<file path="src/rtl/co_seq_ctrl.sv">
// co_seq_ctrl: frame-level sequencer for the carrier-offset derotator.
// Latches an FCW into a shadow register, loads it into the NCO at frame start,
// waits for the NCO to settle, gates the derotator for frame_len samples and
// aligns valid/SOF/EOF with the derotator's DP_LAT-cycle output latency.
// Build option: define CO_PHASE_CONT_EN to pulse nco_clr only on the first
// LOAD after rst, keeping NCO phase continuous across later frames.
module co_seq_ctrl #(
  parameter int FCW_W   = 16,
  parameter int LEN_W   = 12,
  parameter int DP_LAT  = 2,
  parameter int NCO_LAT = 1
) (
  input  logic             clk,
  input  logic             rst,
  input  logic [FCW_W-1:0] cfg_fcw,
  input  logic             cfg_load,
  input  logic             frame_start,
  input  logic [LEN_W-1:0] frame_len,
  input  logic             in_valid,
  output logic [FCW_W-1:0] nco_fcw,
  output logic             nco_load,
  output logic             nco_clr,
  output logic             rot_en,
  output logic             out_valid,
  output logic             out_sof,
  output logic             out_eof,
  output logic             busy,
  output logic             frame_done,
  output logic             err_drop,
  output logic             err_start
);

  localparam int TMR_W = 8;
  localparam logic [TMR_W-1:0] WARM_INIT  = TMR_W'(NCO_LAT - 1);
  localparam logic [TMR_W-1:0] DRAIN_INIT = TMR_W'(DP_LAT - 1);

  typedef enum logic [2:0] {
    S_IDLE,
    S_LOAD,
    S_WARM,
    S_RUN,
    S_DRAIN,
    S_DONE
  } state_t;

  state_t             state_q, state_d;
  logic [FCW_W-1:0]   shadow_q, shadow_d;
  logic [FCW_W-1:0]   nco_fcw_q, nco_fcw_d;
  logic [LEN_W-1:0]   len_q, len_d;
  logic [LEN_W-1:0]   cnt_q, cnt_d;
  logic [TMR_W-1:0]   tmr_q, tmr_d;
  logic               nco_load_q, nco_load_d;
  logic               nco_clr_q, nco_clr_d;
  logic               busy_q, busy_d;
  logic               done_q, done_d;
  logic               err_drop_q, err_drop_d;
  logic               err_start_q, err_start_d;
  logic [DP_LAT-1:0]  vld_q, vld_d;
  logic [DP_LAT-1:0]  sof_q, sof_d;
  logic [DP_LAT-1:0]  eof_q, eof_d;
`ifdef CO_PHASE_CONT_EN
  logic               cleared_q, cleared_d;
`endif

  logic acc_s;
  logic first_s;
  logic last_s;

  // Next-state and next-output computation for the whole sequencer
  always_comb begin
    acc_s   = (state_q == S_RUN) && in_valid;
    first_s = acc_s && (cnt_q == '0);
    last_s  = acc_s && (cnt_q == (len_q - LEN_W'(1)));

    state_d     = state_q;
    shadow_d    = cfg_load ? cfg_fcw : shadow_q;
    nco_fcw_d   = nco_fcw_q;
    len_d       = len_q;
    cnt_d       = cnt_q;
    tmr_d       = tmr_q;
    nco_load_d  = 1'b0;
    nco_clr_d   = 1'b0;
    done_d      = 1'b0;
`ifdef CO_PHASE_CONT_EN
    cleared_d   = cleared_q;
`endif
    err_drop_d  = err_drop_q | (in_valid && (state_q != S_RUN));
    err_start_d = err_start_q |
                  (frame_start && ((state_q != S_IDLE) || (frame_len == '0)));

    case (state_q)
      S_IDLE: begin
        if (frame_start && (frame_len != '0)) begin
          len_d   = frame_len;
          state_d = S_LOAD;
        end
      end
      S_LOAD: begin
        // A cfg_load landing in this very cycle wins over the stored shadow
        nco_fcw_d  = cfg_load ? cfg_fcw : shadow_q;
        nco_load_d = 1'b1;
`ifdef CO_PHASE_CONT_EN
        nco_clr_d  = ~cleared_q;
        cleared_d  = 1'b1;
`else
        nco_clr_d  = 1'b1;
`endif
        cnt_d      = '0;
        tmr_d      = WARM_INIT;
        state_d    = S_WARM;
      end
      S_WARM: begin
        if (tmr_q == '0) begin
          state_d = S_RUN;
        end else begin
          tmr_d = tmr_q - TMR_W'(1);
        end
      end
      S_RUN: begin
        if (acc_s) begin
          cnt_d = cnt_q + LEN_W'(1);
        end
        if (last_s) begin
          tmr_d   = DRAIN_INIT;
          state_d = S_DRAIN;
        end
      end
      S_DRAIN: begin
        if (tmr_q == '0) begin
          done_d  = 1'b1;
          state_d = S_DONE;
        end else begin
          tmr_d = tmr_q - TMR_W'(1);
        end
      end
      S_DONE: begin
        state_d = S_IDLE;
      end
      default: begin
        state_d = S_IDLE;
      end
    endcase

    busy_d = (state_d != S_IDLE);
    vld_d  = {vld_q[DP_LAT-2:0], acc_s};
    sof_d  = {sof_q[DP_LAT-2:0], first_s};
    eof_d  = {eof_q[DP_LAT-2:0], last_s};
  end

  // State, shadow, counters and delay lines; everything clears on rst
  always_ff @(posedge clk) begin
    if (rst) begin
      state_q     <= S_IDLE;
      shadow_q    <= '0;
      nco_fcw_q   <= '0;
      len_q       <= '0;
      cnt_q       <= '0;
      tmr_q       <= '0;
      nco_load_q  <= 1'b0;
      nco_clr_q   <= 1'b0;
      busy_q      <= 1'b0;
      done_q      <= 1'b0;
      err_drop_q  <= 1'b0;
      err_start_q <= 1'b0;
      vld_q       <= '0;
      sof_q       <= '0;
      eof_q       <= '0;
`ifdef CO_PHASE_CONT_EN
      cleared_q   <= 1'b0;
`endif
    end else begin
      state_q     <= state_d;
      shadow_q    <= shadow_d;
      nco_fcw_q   <= nco_fcw_d;
      len_q       <= len_d;
      cnt_q       <= cnt_d;
      tmr_q       <= tmr_d;
      nco_load_q  <= nco_load_d;
      nco_clr_q   <= nco_clr_d;
      busy_q      <= busy_d;
      done_q      <= done_d;
      err_drop_q  <= err_drop_d;
      err_start_q <= err_start_d;
      vld_q       <= vld_d;
      sof_q       <= sof_d;
      eof_q       <= eof_d;
`ifdef CO_PHASE_CONT_EN
      cleared_q   <= cleared_d;
`endif
    end
  end

  // rot_en taps the delay line one stage before the output so the product
  // register is enabled in the cycle the sample reaches it
  assign nco_fcw    = nco_fcw_q;
  assign nco_load   = nco_load_q;
  assign nco_clr    = nco_clr_q;
  assign rot_en     = vld_q[DP_LAT-2];
  assign out_valid  = vld_q[DP_LAT-1];
  assign out_sof    = sof_q[DP_LAT-1];
  assign out_eof    = eof_q[DP_LAT-1];
  assign busy       = busy_q;
  assign frame_done = done_q;
  assign err_drop   = err_drop_q;
  assign err_start  = err_start_q;

endmodule
</file>
<file path="config.mk">
export PLATFORM = sky130hd
export DESIGN_NAME = co_seq_ctrl
export DESIGN_NICKNAME = d
export VERILOG_FILES = /design/src/rtl/co_seq_ctrl.sv
export SDC_FILE = /design/constraint.sdc
export NUM_CORES = 1
export LEC_CHECK = 0
export BUFFER_PORTS_ARGS = -buffer_cell sky130_fd_sc_hd__buf_2
export CORE_MARGIN = 5
export CORE_UTILIZATION = 50
export DETAILED_ROUTE_END_ITERATION = 12
export GPL_TIMING_DRIVEN = 0
export PLACE_DENSITY = 0.79
export SYNTH_ARGS = -nofsm -noshare
export SYNTH_HDL_FRONTEND = slang
export SYNTH_SLANG_ARGS = --single-unit
</file>
<file path="constraint.sdc">
create_clock -name clk -period 2.29 [get_ports clk]
set_input_delay 0.229 -clock clk [delete_from_list [all_inputs] [get_ports clk]]
set_output_delay 0.229 -clock clk [all_outputs]
set_load 0.1 [all_outputs]
</file>
==> flow_summary.json, run 1 <==
{
  "status": "finished, violations left",
  "violations": "negative setup slack",
  "cts_max_level": 3,
  "ioPinCount": 59,
  "start_util": 0.516,
  "worst_setup_path_end_kind": "flop",
  "drv_slew": 0,
  "cts.clk_slew.worst_paths_ns": 0.08,
  "finClkSkew_ns": 0.00970,
  "start_kind": "flop",
  "cts_tree": "yes",
  "powerDensity_mw_per_mm2": 1110,
  "nets": 492,
  "setup_viol": 6,
  "portBuffers": 56,
  "grt_usage": 0.195,
  "grt_max_degree": 16,
  "placed_area_mm2": 0.00394,
  "timing.final.crit_share": 1.07,
  "max-cap-violations": 0,
  "syn_inst": 375,
  "leakage_nw": 2.00,
  "ir_worst_vdd_mv": 0.816,
  "layout-drive-gt1-share": 0.296,
  "clock-sinks": 78,
  "crit_arrival_ns": 2.73,
  "hold_path.class": "in -> reg",
  "yosys_warnings": 0,
  "drtIter0Drc": 176,
  "remaining_drc_errors": 0,
  "vias_per_cell": 5.53,
  "fp.coreArea_mm2": 0.00683,
  "hold_buffers": 0,
  "ys_seq_elements": 78,
  "numCtsBuffers": 9,
  "ff2ff_setup_slack_ns": -0.15,
  "die_h_um": 94.0,
  "slew-limit-headroom": 0.535,
  "synth_area_mm2": 0.00353,
  "setup_ws_ns": -0.153,
  "crit_fanout": 5,
  "finalPower_mw": 4.89,
  "root_buffer": "clkbuf_8",
  "antenna_cells": 0,
  "tightest_slew_ns": 0.697,
  "grt_pass1_vias": 2917,
  "syn2layout_area_growth_pct": 25.3,
  "fin_area_mm2": 0.00442,
  "ant_nets": 0,
  "hold_violations": 0,
  "finalCriticalPeriod_ns": 2.44,
  "post-dp-hpwl_um": 5820,
  "final_core_util": 0.647,
  "max_freq_ghz": 0.409,
  "avgSynthCellArea_um2": 9.40,
  "grt_pass1_wl_um": 13500,
  "num_vias": 3070,
  "antenna_found_initial": 0,
  "wl_per_cell_um": 15.8,
  "die_w_um": 94.0,
  "path_class": "reg -> reg",
  "rows": 30,
  "overflow": 0,
  "cts_buffer_depth": 2,
  "pre_cts_slack_ns": -0.256,
  "worstPathRequired_ns": 2.58,
  "finalWirelength_um": 8770,
  "place_congestion": 0.779,
  "grt_setup_unrepaired": "yes",
  "nFillCells": 539,
  "worst_hold_slack_ns": 0.118,
  "seq_area_frac_synth": 0.443,
  "syn_nets": 413,
  "dieArea_mm2": 0.00883,
  "clock_latency_ns": 0.36,
  "synth.distinct_cells": 55,
  "firstDrtPassIters": 4
}
-- cell families (layout without fill, tap and decap cells) --
family,Yosys count,after routing,share of synthesized area
xor gates and xnor gates,23,23,0.0571
and+or+nand+nor,144,144,0.227
adders and majority gates,5,5,0.0177
muxes,33,33,0.0940
DFF,78,78,0.443
AOI/OAI and AO/OA,57,57,0.119
buffers and inverters,35,119,0.0426
-- per-layer routing --
metal	track usage	wire length, µm	vias to the layer above
met3	0.0529	559	18
met2	0.316	4210	98
li1	-	-	1492
met4	0.0890	223	0
met1	0.239	3770	1462
met5	0	0	-
-- what timing repair did --
| action | 4_1_cts | 5_1_grt |
|---|---|---|
| pin swaps | 12 | 12 |
| resized for setup | 13 | 27 |
| gates cloned | 0 | 1 |
| buffers inserted | 9 | 5 |
| endpoints found under the setup margin | 10 | 35 |
-- where the power goes --
part	switching (mW)	total, mW	leakage, nW	internal (mW)
Combinational	1.37	2.01	1.24	0.638
Sequential	0.154	1.70	0.641	1.55
Clock	0.548	1.18	0.118	0.632
-- worst max-delay path: stages (launching register included) --
cell      delay (ns)
dfxtp_2         0.33
buf_6           0.13
nor4_4          0.35
a21oi_1         0.20
o41ai_2         0.54
nand4_1         0.22
buf_6           0.19
a211oi_2        0.20
mux2i_1         0.20
-- synthesized netlist by cell type (all sizes together) --
cell type   n  area (µm²)
a211oi      4        35.0
a21o        1        7.51
a21oi      16        80.1
a221o       1        10.0
a221oi      2        23.8
a311oi      1        8.76
a31o        1        8.76
a31oi       2        12.5
and2b       1        7.51
and3        4        25.0
and3b       1        8.76
and4        1        8.76
buf         7        45.0
clkbuf     17        63.8
dfxtp      78        1560
ha          5        62.6
inv        11        41.3
mux2        1        11.3
mux2i      32         320
nand2      19        71.3
nand2b      2        12.5
nand3       8        45.0
nand3b      6        45.0
nand4       8        65.1
nand4b      1        8.76
nor2       51         191
nor2b       5        31.3
nor3        7        45.0
nor4       10        83.8
nor4b       3        32.5
o2111ai     1        8.76
o211ai      1        7.51
o21ai       8        40.0
o21ba       1        10.0
o221ai      1        8.76
o22a       16         140
o41ai       1        16.3
or2         3        18.8
or3        10        62.6
or3b        1        8.76
or4         2        15.0
or4b        1        13.8
xnor2      10        87.6
xor2       13         114
-- area by class of cell --
cell class	instances	area, µm²	share of cell area
clock buffers	9	124	0.0280
repair buffers	71	398	0.0900
clock inverters	7	105	0.0238
inverters	11	41.3	0.00934
multi-input cells	262	1960	0.443
well taps	96	120	0.0272
plain buffers	21	106	0.0241
flip-flops and latches	78	1570	0.355
-- stage by stage --
step | TNS [ns] | instances
floorplan | 0 | 375
global placement | -0.593 | 527
detailed placement | -1.28 | 527
CTS | 0 | 552
global route | -1.48 | 555
finish | -0.482 | 555
-- final timing paths --
| kind | from | to | cells after the start |
|---|---|---|---|
| worst max register to register | len_q[2]$_SDFFE_PP0P_ | tmr_q[3]$_SDFFE_PP0P_ | 8 |
| worst max-delay path | len_q[2]$_SDFFE_PP0P_ | tmr_q[3]$_SDFFE_PP0P_ | 8 |
| worst min-delay path | frame_len[6] | len_q[6]$_SDFFE_PP0P_ | 3 |
| worst min register to register | sof_q[0]$_SDFF_PP0_ | sof_q[1]$_SDFF_PP0_ | 1 |
-- layout by cell type (no fill, tap or decap), types with 10 or more instances in the layout --
cell type and instances:
a21oi_1 13, or3_1 10, nor2_1 50, buf_2 58
xor2_1 13, buf_4 14, o22a_1 16, nand2_1 17
dfxtp_1 74, clkbuf_1 13, mux2i_1 32
-- flip-flops by register name (all words and copies together) (netlist names), 2 cells and up --
signal / count
sof_q: 2
vld_q: 2
len_q: 12
nco_fcw: 16
eof_q: 2
tmr_q: 8
shadow_q: 16
state_q: 3
cnt_q: 12
No activity file was read; power rests on OpenSTA's default activity.
==> run 2: changes to the inputs <==
- CORE_MARGIN: 5 -> unset
- REMOVE_ABC_BUFFERS: unset -> 1
==> flow_summary.json, run 2 (same netlist as run 1, synthesis figures left out) <==
{
  "syn2layout_area_growth_pct": 20.3,
  "wl_per_cell_um": 14.9,
  "path_class": "reg -> reg",
  "place_congestion": 0.812,
  "grt_usage": 0.222,
  "crit_fanout": 5,
  "grt_pass1_vias": 2873,
  "grt_setup_unrepaired": "yes",
  "hold_path.class": "in -> reg",
  "fp.coreArea_mm2": 0.00679,
  "finalCriticalPeriod_ns": 2.36,
  "portBuffers": 58,
  "antenna_found_initial": 0,
  "antenna_cells": 0,
  "hold_buffers": 0,
  "fin_area_mm2": 0.00424,
  "die_h_um": 86.0,
  "violations": "negative setup slack",
  "placed_area_mm2": 0.00384,
  "clock_latency_ns": 0.35,
  "hold_violations": 0,
  "vias_per_cell": 5.49,
  "slew-limit-headroom": 0.429,
  "max-cap-violations": 0,
  "remaining_drc_errors": 0,
  "finClkSkew_ns": 0.00661,
  "num_vias": 2898,
  "pre_cts_slack_ns": -0.473,
  "status": "finished, violations left",
  "path_cells": "nor4_4 -> nand4_1 -> xnor2_1 -> nor4_4 -> nand4_4 -> a221o_1 -> a221oi_2",
  "crit_arrival_ns": 2.64,
  "grt_pass1_wl_um": 13000,
  "clock-sinks": 78,
  "cts_max_level": 3,
  "cts_tree": "yes",
  "worst_setup_path_end_kind": "flop",
  "max_freq_ghz": 0.424,
  "worst_path_max_delay_cell": "nor4_4",
  "start_util": 0.519,
  "crit_path_frequent_cell": "nor4_4",
  "grt_max_degree": 47,
  "layout_common_cells": "dfxtp_1 (72), buf_2 (58), nor2_1 (50)",
  "setup_ws_ns": -0.0701,
  "dieArea_mm2": 0.00739,
  "place_inst": 506,
  "ioPinCount": 59,
  "nFillCells": 553,
  "cts_buffer_depth": 2,
  "start_kind": "flop",
  "finalWirelength_um": 7870,
  "root_buffer": "clkbuf_8",
  "rows": 30,
  "post-dp-hpwl_um": 5300,
  "final_common_cell": "dfxtp_1",
  "die_w_um": 86.0,
  "overflow": 0,
  "powerDensity_mw_per_mm2": 1130,
  "leakage_nw": 1.90,
  "firstDrtPassIters": 4,
  "numCtsBuffers": 9,
  "tightest_slew_ns": 0.857,
  "cts.clk_slew.worst_paths_ns": 0.08,
  "ant_nets": 0,
  "ir_worst_vdd_mv": 1.05,
  "timing.final.crit_share": 1.03,
  "slowest_delay_ns": 0.45,
  "drv_slew": 0,
  "nets": 465,
  "layout-drive-gt1-share": 0.269,
  "setup_viol": 3,
  "drtIter0Drc": 187,
  "final_cells": 528,
  "worstPathRequired_ns": 2.57
}
-- run 2: changes by cell type in the layout (fill, tap and decap cells not counted), sizes merged --
cell,previous run,this run
clkbuf,25,11
buf,76,65
inv,14,12
-- run 2: worst max-delay path: cells and delay by family, from the launching register on --
kind	cells	cell delay, ns
compound gates	2	0.58
flops	1	0.37
simple gates	4	1.09
xor+xnor	1	0.24
-- run 2: layout make-up --
type	count	area [µm²]	area share
Multi-Input combinational cell	262	1930	0.455
Sequential cell	78	1570	0.371
Tap cell	96	120	0.0283
Clock inverter	5	82.6	0.0195
Timing Repair Buffer	65	358	0.0844
Inverter	11	43.8	0.0103
Clock buffer	11	131	0.0310
-- run 2: path summary, 6_finish.rpt --
path                               from               endpoint  slack [ns]  cells past startpoint
hold / removal             frame_len[7]  len_q[7]$_SDFFE_PP0P_        0.12                      3
hold reg to reg     sof_q[0]$_SDFF_PP0_    sof_q[1]$_SDFF_PP0_        0.44                      1
setup reg to reg  len_q[0]$_SDFFE_PP0P_  tmr_q[0]$_SDFFE_PP0P_       -0.07                      7
setup / recovery  len_q[0]$_SDFFE_PP0P_  tmr_q[0]$_SDFFE_PP0P_       -0.07                      7
-- run 2: routing by layer --
metal,GRT usage,wire [µm],vias to the layer above
li1,-,-,1424
met1,0.263,3360,1371
met2,0.377,3780,88
met3,0.0626,564,15
met4,0.0955,172,0
met5,0,0,-
-- run 2: repair_timing --
action | 4_1_cts | 5_1_grt
resized for setup | 15 | 20
buffers inserted | 4 | 2
pin swaps | 9 | 3
setup endpoints to repair | 28 | 24
-- run 2: through the flow --
step | utilization | TNS [ns] | hold WS (ns) | power (mW)
final | 0.624 | -0.172 | 0.120 | 4.81
after detailed placement | 0.566 | -4.61 | 0.427 | 3.50
after floorplan | - | -0.140 | 0.298 | 3.15
after CTS | 0.610 | -0.0835 | 0.117 | 4.66
after global placement | 0.563 | -16.83 | 0.420 | 3.43
after global routing | 0.624 | -0.764 | 0.145 | 5.02
-- run 2: power by group --
part	internal (mW)	total [mW]	switching (mW)
logic	0.623	1.95	1.33
registers	1.55	1.72	0.169
clock network	0.619	1.13	0.511
total	2.79	4.81	2.01
